$ cat src/rtl/branch_redirect_ctrl.sv
// Front-end redirect sequencer: turns a resolved taken branch/JAL/JALR from EX
// into a single fetch redirect (valid/ready), holds flush until it settles, and flags misaligned targets.
module branch_redirect_ctrl #(
    parameter int unsigned width_p        = 32,
    parameter int unsigned flush_cycles_p = 1,
    parameter int unsigned cnt_width_p    = 16
) (
    input  logic                   clk_i,
    input  logic                   reset_i,
    input  logic                   ex_valid_i,
    input  logic                   is_branch_i,
    input  logic                   is_jal_i,
    input  logic                   is_jalr_i,
    input  logic                   branch_taken_i,
    input  logic [width_p-1:0]     target_i,
    output logic                   redirect_valid_o,
    output logic [width_p-1:0]     redirect_pc_o,
    input  logic                   redirect_ready_i,
    output logic                   flush_o,
    output logic                   misaligned_o,
    output logic [width_p-1:0]     misaligned_addr_o,
    output logic [cnt_width_p-1:0] redirect_count_o
);

    typedef enum logic [1:0] {
        IDLE  = 2'd0,
        PEND  = 2'd1,
        FLUSH = 2'd2
    } state_e;

    state_e     state_q, state_d;
    logic [2:0] flush_cnt_q, flush_cnt_d;
    logic       take, misaligned, accept, handshake;

    // Every is_* source produces the same redirect, so their priority has no visible effect.
    assign take       = ex_valid_i & (is_jalr_i | is_jal_i | (is_branch_i & branch_taken_i));
    assign misaligned = take & target_i[1];
    assign accept     = (state_q == IDLE) & take & ~misaligned;
    assign handshake  = (state_q == PEND) & redirect_ready_i;

    assign redirect_valid_o = (state_q == PEND);
    assign flush_o          = (state_q != IDLE);

    always_comb begin
        state_d     = state_q;
        flush_cnt_d = flush_cnt_q;
        case (state_q)
            IDLE: begin
                if (accept) state_d = PEND;
            end
            PEND: begin
                if (redirect_ready_i) begin
                    flush_cnt_d = 3'(flush_cycles_p);
                    state_d     = (flush_cycles_p == 0) ? IDLE : FLUSH;
                end
            end
            FLUSH: begin
                if (flush_cnt_q <= 3'd1) state_d = IDLE;
                else                     flush_cnt_d = flush_cnt_q - 3'd1;
            end
            default: state_d = IDLE;
        endcase
    end

    always_ff @(posedge clk_i) begin
        if (reset_i) begin
            state_q           <= IDLE;
            flush_cnt_q       <= '0;
            redirect_pc_o     <= '0;
            misaligned_o      <= 1'b0;
            misaligned_addr_o <= '0;
            redirect_count_o  <= '0;
        end else begin
            state_q      <= state_d;
            flush_cnt_q  <= flush_cnt_d;
            misaligned_o <= (state_q == IDLE) & misaligned;
            if ((state_q == IDLE) & misaligned) misaligned_addr_o <= target_i;
            if (accept)                         redirect_pc_o     <= target_i;
            if (handshake)                      redirect_count_o  <= redirect_count_o + 1'b1;
        end
    end

endmodule
$ cat config.mk
export PLATFORM = sky130hd
export DESIGN_NAME = branch_redirect_ctrl
export DESIGN_NICKNAME = d
export VERILOG_FILES = /design/src/rtl/branch_redirect_ctrl.sv
export SDC_FILE = /design/constraint.sdc
export NUM_CORES = 1
export LEC_CHECK = 0
export BUFFER_PORTS_ARGS = -buffer_cell sky130_fd_sc_hd__buf_2
export CAP_MARGIN = 20
export CORE_MARGIN = 2
export CORE_UTILIZATION = 40
export DETAILED_ROUTE_END_ITERATION = 10
export GPL_TIMING_DRIVEN = 1
export PLACE_DENSITY_LB_ADDON = 0.2
export SLEW_MARGIN = 20
export SYNTH_ARGS = -nofsm -noshare
export SYNTH_HDL_FRONTEND = slang
export SYNTH_SLANG_ARGS = --single-unit
$ cat constraint.sdc
create_clock -name clk_i -period 1.7 [get_ports clk_i]
set_input_delay 0.085 -clock clk_i [delete_from_list [all_inputs] [get_ports clk_i]]
set_output_delay 0.085 -clock clk_i [all_outputs]
set_load 0.02 [all_outputs]
==> out/qor.txt <==
gr usage total: 0.181
initial antenna violation count: 0
CTS root buffer: clkbuf_8
max_cap viols: 0
Most used DFF post-synth: dfxtp_1
status: finished clean
number of distinct library cells after synthesis: 41
Final Hold Fails: 0
Synth Area in XOR/XNOR: 0.0263
Clock power frac: 0.368
Internal Power: 3.16 mW
Max clock buf depth: 2
reg2reg path depth: 5
routability cong.: 0.763
Reg clk slew, reported paths: 90 ps
Pre-antenna DRT Iters: 4
Worst VDD drop: 0.502 mV
Relative slew margins: 0.632
DP HPWL: 5.43 mm
DRC: 0
grt met2 use: 0.317
ys async rst share: 0
Worst-Margin Slew: 552 ps
Core ar.: 8130 um2
main combinational cell family by area after synthesis: simple AND/OR/NAND/NOR gates
setup TNS: 0 ps
drt total wl: 8.02 mm
RR Endpoint: redirect_pc_o[6]
hold depth: 2
Remaining Overflow, GRT: 0
largest fanout on the critical path: 17
hold endpoint: redirect_pc_o[11]
gr busiest metal: met2
Logic pwr share: 0.128
Area Overhead vs Synth: 38.0%
Post-synth EDFFs: 0
remaining antenna violation count after routing: 0
CTS tree: built
met1 Track Usage GR: 0.210
setup slack, reg-to-reg: 170 ps
nature of the critical path endpoint: flop
met3 Use GR: 0.0411
clock latency on the worst-skew pair: 350 ps
Die W: 95.2 um
unrepaired setup endpoints after global routing: false
first-pass GRT wire length: 12.8 mm
min-delay src: reset_i
CP arrival: 1750 ps
Post-CTS Setup Bufs: 0
pin count of the biggest net entering global routing: 30
# hold bufs at CTS: 32
Syn Inst Count: 359
max frequency: 0.653 GHz
floorplan die area: 9060 um2
row cnt: 33
mux share of post-synthesis cell area: 0.106
setup violation total in the final timing report: 0
ANT cells: 0
# resized after CTS: 0
simple-gate area share of the yosys netlist: 0.212
RR Startpoint: state_q[1]
via count: 2,977
H-tree Lvls: 3
worst hold path type: in2reg
NetSw: 1.07 mW
Final Power: 4.22 mW
Sink Count: 86
initial drt markers: 81
Sw Ratio: 0.253
fillcell total: 767
complex-gate fraction of the synthesized area: 0.0775
YS warnings: 0
count of pins over their slew limit: 0
Mapped Nets: 401
post-route clock period utilization: 0.901
Min Hold Slack: 204 ps
Worst EP required: 1920 ps
Layout Nets: 557
pwr dens: 920 nW/um2
Static Leakage: 2.07 nW
layout cells sized above 1: 0.308
crit start category: flop
Post-Synth Adder-Cell Area: 0.00752
FF+latch count, synth: 86
critical path class: reg2reg
vias in the first global route: 2,785
Avg WL per Cell: 12.8 um
Avg Inst Size Synth: 9.27 um2
sequential share of power: 0.504
I/O pin count: 123
I/O Buffers: 122
Final Critical Period: 1530 ps
mapped cell area: 3330 um2
Initial Utilization: 0.409
die height: 95.2 um
Vias/cell: 4.76
register area share after synthesis: 0.517
number of buffers created by CTS: 9
skew final: 7.45 ps
cell type report:
cell class | count | area (um2) | share of cell area
flip-flops and latches | 86 | 1720 | 0.375
multi-input cells | 244 | 1430 | 0.312
repair buffers | 167 | 1070 | 0.232
clock buffers | 11 | 131 | 0.0286
well taps | 105 | 131 | 0.0286
clock inverters | 5 | 83.8 | 0.0183
inverters | 7 | 26.3 | 0.00572
sequential cells by signal (all words and copies together) (netlist names):
name / cells
redirect_pc_o: 32
misaligned_addr_o: 32
misaligned_o: 1
state_q: 2
redirect_count_o: 16
flush_cnt_q: 3
worst max-delay path, cell delays in order (launching register included):
cell      delay (ps)
dfxtp_1          360
nor2_1           250
and4bb_2         350
buf_12           190
mux2i_1          200
nor2_1            50
per-stage QoR:
stage | utilization | setup slack [ps] | cells | cell area, um2
2_1_floorplan | - | 167 | 359 | 3330
3_3_place_gp | 0.499 | 231 | 577 | 4060
3_5_place_dp | 0.499 | 154 | 577 | 4060
4_1_cts | 0.564 | 152 | 625 | 4590
5_1_grt | 0.564 | 13.9 | 625 | 4590
6_report | 0.564 | 168 | 625 | 4590
layer usage:
layer | vias to the layer above | part of all wire
met5 | - | 0
met4 | 0 | 0.018
met3 | 11 | 0.051
met2 | 72 | 0.51
met1 | 1394 | 0.42
li1 | 1500 | -
power by group through the flow:
stage	sequential [mW]	combinational [mW]	clock, mW
floorplan	2.26	0.216	0
global placement	2.17	0.484	0
detailed placement	2.17	0.490	0
CTS	2.13	0.546	1.61
global route	2.14	0.593	1.68
finish	2.13	0.541	1.56
how the worst max path moves through the flow:
stage / startpoint / end / slack (ps) / depth (start not counted)
5_1_grt: state_q[1] / redirect_pc_o[9] / 10 / 5
2_1_floorplan: redirect_count_o[0] / redirect_count_o[12] / 170 / 5
4_1_cts: state_q[1] / redirect_pc_o[10] / 150 / 5
3_5_place_dp: state_q[1] / redirect_pc_o[10] / 150 / 5
3_3_place_gp: state_q[1] / redirect_pc_o[7] / 230 / 5
6_report: state_q[1] / redirect_pc_o[6] / 170 / 5
cell families (layout without fill, tap and decap cells):
family,Yosys count,in the layout
and+or+nand+nor,150,150
DFF,86,86
buffers and inverters,29,190
xor gates and xnor gates,10,10
AOI/OAI and AO/OA,47,47
adders and majority gates,2,2
muxes,35,35
cell usage in the layout, fill, tap and decap left out, drive strengths merged:
cell type and count:
buf 135, dfxtp 86, nand2 68, nor2 54
a21oi 38, mux2i 32, dlygate4sd3 32, clkbuf 11
inv 7, xnor2 7, nand3 5, nor3 4
nor4 4, o21ai 3, or3 3, xor2 3
nand4 3, mux2 3, nor2b 2, ha 2
clkinvlp 2, bufinv 2, a211oi 2, nand4b 2
and4b 1, nand3b 1, nand2b 1, a31o 1
and4bb 1, o211ai 1, a21o 1, nor3b 1
o2111ai 1, clkinv 1
synthesized netlist by cell type, types with 2 or more instances:
cell,number,area share
nor2_1,54,0.061
nor3_1,3,0.0045
nor4_4,2,0.013
buf_6,2,0.0068
a21oi_1,38,0.057
ha_1,2,0.0075
mux2_1,2,0.0068
nand2_1,68,0.077
buf_12,2,0.012
nor4_1,2,0.0038
or3_1,3,0.0056
nand3_1,3,0.0045
nor2b_1,2,0.0038
nand4_1,2,0.0038
xnor2_1,7,0.018
xor2_1,3,0.0079
mux2i_1,32,0.096
o21ai_0,3,0.0045
clkbuf_1,9,0.010
nand3_2,2,0.0060
buf_1,2,0.0023
dfxtp_1,86,0.52
inv_1,7,0.0079
buf_2,6,0.0090
No activity file was read; power rests on OpenSTA's default activity.
